[src/rtl/synth_reset_pkg.sv]
// Shared definitions for the reset request generator: FSM states, cause
// bit positions and counter width helper.
package synth_reset_pkg;

  typedef enum logic [1:0] {
    HOLD = 2'd0,
    WAIT = 2'd1,
    RUN  = 2'd2
  } state_e;

  localparam int CAUSE_KEY = 0;
  localparam int CAUSE_PLL = 1;
  localparam int CAUSE_SW  = 2;
  localparam int CAUSE_W   = 3;

  // Bits needed to hold values 0..n-1, never less than one bit.
  function automatic int cnt_width(input int n);
    return (n < 2) ? 1 : $clog2(n);
  endfunction

endpackage

[src/rtl/sync_debounce.sv]
// Two-flop synchronizer followed by a stable-count filter. With SYMMETRIC=0
// only the rising direction is filtered; a low input clears the output at once.
module sync_debounce
  import synth_reset_pkg::*;
#(
  parameter int   COUNT       = 4,
  parameter logic RESET_LEVEL = 1'b0,
  parameter bit   SYMMETRIC   = 1'b1
) (
  input  logic i_clk,
  input  logic i_rst,
  input  logic i_async,
  output logic o_level
);

  localparam int            CW   = cnt_width(COUNT);
  localparam logic [CW-1:0] LAST = CW'(COUNT - 1);

  logic          r_meta;
  logic          r_sync;
  logic          r_level;
  logic [CW-1:0] r_cnt;

  always_ff @(posedge i_clk) begin
    if (i_rst) begin
      r_meta <= RESET_LEVEL;
      r_sync <= RESET_LEVEL;
    end else begin
      r_meta <= i_async;
      r_sync <= r_meta;
    end
  end

  // The counter only runs while the synchronized input disagrees with the output.
  always_ff @(posedge i_clk) begin
    if (i_rst) begin
      r_level <= RESET_LEVEL;
      r_cnt   <= '0;
    end else if (r_sync == r_level) begin
      r_cnt <= '0;
    end else if (!SYMMETRIC && !r_sync) begin
      r_level <= 1'b0;
      r_cnt   <= '0;
    end else if (r_cnt == LAST) begin
      r_level <= r_sync;
      r_cnt   <= '0;
    end else begin
      r_cnt <= r_cnt + 1'b1;
    end
  end

  assign o_level = r_level;

endmodule

[src/rtl/reset_request_gen.sv]
// Merges global reset, debounced push-button, qualified PLL lock and a software
// pulse into one registered active-low reset request with a minimum width.
module reset_request_gen
  import synth_reset_pkg::*;
#(
  parameter int DEBOUNCE_CYCLES = 50000,
  parameter int LOCK_CYCLES     = 1024,
  parameter int MIN_ASSERT      = 256
) (
  input  logic               iCLK,
  input  logic               reset_reg,
  input  logic               iKEY_N,
  input  logic               iPLL_LOCKED,
  input  logic               iSW_RST,
  output logic               oRESET_N,
  output logic [CAUSE_W-1:0] oCAUSE,
  output logic [1:0]         oSTATE
);

  localparam int            HW        = cnt_width(MIN_ASSERT + 1);
  localparam logic [HW-1:0] HOLD_LAST = HW'(MIN_ASSERT - 1);

  logic               w_key_level;
  logic               w_key_db;
  logic               w_lock_ok;
  logic [CAUSE_W-1:0] w_trig;
  state_e             w_next;

  state_e             r_state;
  logic [HW-1:0]      r_hold_cnt;
  logic [CAUSE_W-1:0] r_cause;

  sync_debounce #(
    .COUNT       (DEBOUNCE_CYCLES),
    .RESET_LEVEL (1'b1),
    .SYMMETRIC   (1'b1)
  ) u_key (
    .i_clk   (iCLK),
    .i_rst   (reset_reg),
    .i_async (iKEY_N),
    .o_level (w_key_level)
  );

  sync_debounce #(
    .COUNT       (LOCK_CYCLES),
    .RESET_LEVEL (1'b0),
    .SYMMETRIC   (1'b0)
  ) u_lock (
    .i_clk   (iCLK),
    .i_rst   (reset_reg),
    .i_async (iPLL_LOCKED),
    .o_level (w_lock_ok)
  );

  assign w_key_db          = ~w_key_level;
  assign w_trig[CAUSE_KEY] = w_key_db;
  assign w_trig[CAUSE_PLL] = ~w_lock_ok;
  assign w_trig[CAUSE_SW]  = iSW_RST;

  // A software pulse always restarts the hold window; key and lock only gate release.
  always_comb begin
    w_next = r_state;
    case (r_state)
      HOLD: begin
        if (iSW_RST) begin
          w_next = HOLD;
        end else if (r_hold_cnt == HOLD_LAST) begin
          w_next = WAIT;
        end
      end
      WAIT: begin
        if (iSW_RST) begin
          w_next = HOLD;
        end else if (!w_key_db && w_lock_ok) begin
          w_next = RUN;
        end
      end
      RUN: begin
        if (|w_trig) begin
          w_next = HOLD;
        end
      end
      default: w_next = HOLD;
    endcase
  end

  always_ff @(posedge iCLK) begin
    if (reset_reg) begin
      r_state    <= HOLD;
      r_hold_cnt <= '0;
      r_cause    <= '0;
      oRESET_N   <= 1'b0;
    end else begin
      r_state  <= w_next;
      oRESET_N <= (w_next == RUN);

      if (w_next == HOLD && (r_state != HOLD || iSW_RST)) begin
        r_hold_cnt <= '0;
      end else if (r_state == HOLD) begin
        r_hold_cnt <= r_hold_cnt + 1'b1;
      end

      if (r_state == RUN && w_next == HOLD) begin
        r_cause <= w_trig;
      end else if (r_state != RUN && iSW_RST) begin
        r_cause[CAUSE_SW] <= 1'b1;
      end
    end
  end

  assign oCAUSE = r_cause;
  assign oSTATE = r_state;

endmodule

[config.mk]
export PLATFORM = sky130hd
export DESIGN_NAME = reset_request_gen
export DESIGN_NICKNAME = d
export VERILOG_FILES = /design/src/rtl/synth_reset_pkg.sv /design/src/rtl/sync_debounce.sv /design/src/rtl/reset_request_gen.sv
export SDC_FILE = /design/constraint.sdc
export NUM_CORES = 1
export LEC_CHECK = 0
export CAP_MARGIN = 20
export CORE_UTILIZATION = 55
export CTS_BUF_LIST = sky130_fd_sc_hd__clkbuf_4 sky130_fd_sc_hd__clkbuf_8
export DETAILED_ROUTE_END_ITERATION = 7
export PLACE_DENSITY_LB_ADDON = 0.25
export SYNTH_ARGS = -nofsm -noshare
export SYNTH_HDL_FRONTEND = slang
export SYNTH_SLANG_ARGS = --single-unit
[constraint.sdc]
create_clock -name iCLK -period 1.2 [get_ports iCLK]
set_input_delay 0.18 -clock iCLK [delete_from_list [all_inputs] [get_ports iCLK]]
set_output_delay 0.18 -clock iCLK [all_outputs]
set_load 0.02 [all_outputs]
==> key figures <==
Clocking
  • H-tree Lvls: 2
  • Longest Clk Path Bufs: 2
  • Clk_lat worst skew: 0.30 ns
  • Clock sink total: 47
  • CTS root buffer: clkbuf_8
  • CTS tree: yes
  • Clock-pin slew on the worst setup and hold paths: 0.09 ns
  • Cts-stage hold buffer count: 0
  • CTS Buf Count: 5

STA
  • Min Hold Slack: 0.428 ns
  • Clock Skew: 0.0115 ns
  • Min cycle time layout: 1.52 ns
  • Post-route setup TNS: -6.56 ns
  • Final-report max-slew violation count: 0
  • Final setup viols: 37
  • Worst setup margin: -0.320 ns
  • Worst-Margin Slew: 0.439 ns
  • Final Hold Viols: 0
  • RSZ-0062 raised after global routing: true
  • Period utilization: 1.27
  • Worst slew margin: 0.705
  • Max Fclk: 658 MHz

Route
  • Initial drt markers: 111
  • Wire length per cell: 19.2 um
  • Vias: 1962
  • Wirelength, routed: 6430 um
  • DRC Markers: 0
  • TritonRoute pass-1 iters: 5
  • Final antenna-violating net count: 0
  • Vias/cell: 5.86

Synth
  • Synth Instances: 217
  • Synth top area cells: dfxtp_1 (46%), xnor2_1 (9.9%), nor2_1 (7.2%)
  • Post-synth ARST share: 0
  • Cell area after synthesis: 0.00203 mm^2
  • Number of synthesized flops with an enable pin: 0
  • Cell taking the most area after synthesis: dfxtp_1
  • Most common cell in the synthesized netlist: dfxtp_1
  • Main synth FF type: dfxtp_1
  • Commonest cells post-synth: dfxtp_1 (47), nor2_1 (39), xnor2_1 (23), nand2_1 (14), nand3_1 (8)
  • Ys Warns: 0
  • FF+latch count, synth: 47
  • Post-synth top area share: 0.464
  • Yosys cell types: 33
  • Syn_area_per_cell: 9.35 um^2
  • Sequential area share after synthesis: 0.464
  • Mapped Nets: 226

Final layout
  • Core Util, Final: 0.858
  • P&R area growth vs syn: 45.4%
  • Antenna diodes: 0
  • Footprint of the multi-input gates: 0.00123 mm^2
  • Final nets: 297
  • Share of cells above drive strength 1: 0.419
  • Cell area after layout: 0.00295 mm^2
  • Fillcell total: 162
  • FF/Latch Area: 965 um^2

Setup path
  • Crit path max fanout: 5
  • Critical Path RT: 1.39 ns
  • Worst path arrival time: 1.71 ns
  • CP Launch Type: flop
  • Critical path class: flop to flop
  • CP Capture Type: flop

Placed design
  • Placed Area: 0.00259 mm^2
  • # port buffers: 10
  • Final HPWL DP: 2940 um
  • Routability cong.: 0.763

Outcome
  • Status: finished, violations left
  • Violated checks: setup timing

Power and ir drop
  • Max VDD drop: 1.04 mV
  • Leak pwr: 1.09 nW
  • Power Dens Cells: 938 mW/mm^2
  • Design Power: 2.77 mW

Floorplan
  • # rows: 21
  • Die Height: 62.7 um
  • Die Wd: 62.7 um
  • Die footprint: 0.00394 mm^2
  • Ports: 11
  • Initial Utilization: 0.590
  • Core ar.: 0.00344 mm^2

Global routing
  • Grt ovf: 0
  • First-pass GRT wire length: 7990 um
  • Initial antenna violation count: 0
  • GRT Util Overall: 0.264
  • Largest net degree at the start of global routing: 15
  • Number of global-route vias before repair: 1792

Worst hold path
  • Hold Crit Class: flop to flop

Run
  • # Max-Cap Violations: 0
kinds of logic after synthesis:
group,count (synthesis),synth area share
buf+inv,11,0.0240
xor+xnor,30,0.129
flops,47,0.464
fa+ha+maj,4,0.0247
simple gates,112,0.318
compound gates,13,0.0401
final timing paths:
path                                                 from  cells after the start  slack, ns                         to
worst min register to register    u_key.r_meta$_SDFF_PP1_                      1       0.43    u_key.r_sync$_SDFF_PP1_
worst max-delay path            u_key.r_cnt[1]$_SDFF_PP0_                      5      -0.32  u_key.r_cnt[8]$_SDFF_PP0_
worst max register to register  u_key.r_cnt[1]$_SDFF_PP0_                      5      -0.32  u_key.r_cnt[8]$_SDFF_PP0_
worst min-delay path              u_key.r_meta$_SDFF_PP1_                      1       0.43    u_key.r_sync$_SDFF_PP1_
worst max-delay path, cell delays in order, from the launching register on:
cell	delay [ns]
dfxtp_4	0.38
ha_4	0.15
nand2_1	0.16
nor3_1	0.44
xnor2_1	0.20
nor2_1	0.08
per-stage QoR:
step / setup WS, ns / cells
after floorplan: -0.0578 / 217
after global placement: -0.234 / 317
after detailed placement: -0.290 / 317
after CTS: -0.138 / 327
after global routing: -0.332 / 335
final: -0.320 / 335
sequential cells by signal, indices dropped and copies added (netlist names):
name            count
oCAUSE              3
oRESET_N            1
oSTATE              2
r_hold_cnt          9
u_key.o_level       1
u_key.r_cnt        16
u_key.r_meta        1
u_key.r_sync        1
u_lock.o_level      1
u_lock.r_cnt       10
u_lock.r_meta       1
u_lock.r_sync       1
placed cells by master (no fill, tap or decap), types with 3 or more instances in the layout:
master and n:
buf_4 48, dfxtp_1 34, nor2_1 32, xnor2_1 22, nand2_1 13, nor2_2 10
dfxtp_2 10, buf_6 8, nand4_1 7, inv_1 7, xor2_1 7, clkbuf_8 7
nand3_1 6, nor4_2 6, nor2b_1 4, nor4_1 4, a21oi_1 4, nor3_1 4
clkdlybuf4s50_1 4, o21ai_0 3, nand3_4 3, ha_4 3, clkdlybuf4s15_1 3, dlygate4sd2_1 3
dfxtp_4 3
power breakdown:
group          switching (mW)  leakage (nW)  total [mW]  internal [mW]
Combinational          0.0587         0.652       0.121         0.0622
Sequential             0.0113         0.387        1.58           1.57
Clock                   0.521        0.0549        1.07          0.549
Total                   0.591          1.09        2.77           2.18
per-layer routing:
| metal | track usage | up-vias | part of all wire |
|---|---|---|---|
| li1 | - | 891 | - |
| met1 | 0.289 | 937 | 0.40 |
| met2 | 0.463 | 106 | 0.50 |
| met3 | 0.0748 | 28 | 0.063 |
| met4 | 0.134 | 0 | 0.037 |
| met5 | 0 | - | 0 |
layout make-up:
class | count | share of cell area
inverters | 7 | 0.00890
well taps | 46 | 0.0195
repair buffers | 68 | 0.194
multi-input cells | 159 | 0.416
flip-flops and latches | 47 | 0.327
clock buffers | 8 | 0.0352
what timing repair did:
item	4_1_cts	5_1_grt
endpoints found under the setup margin	34	38
gates cloned	0	1
resized for setup	24	31
pin swaps	17	17
setup buffers	3	8
hold endpoints to repair	0	0
(Power assumes the default switching activity.)
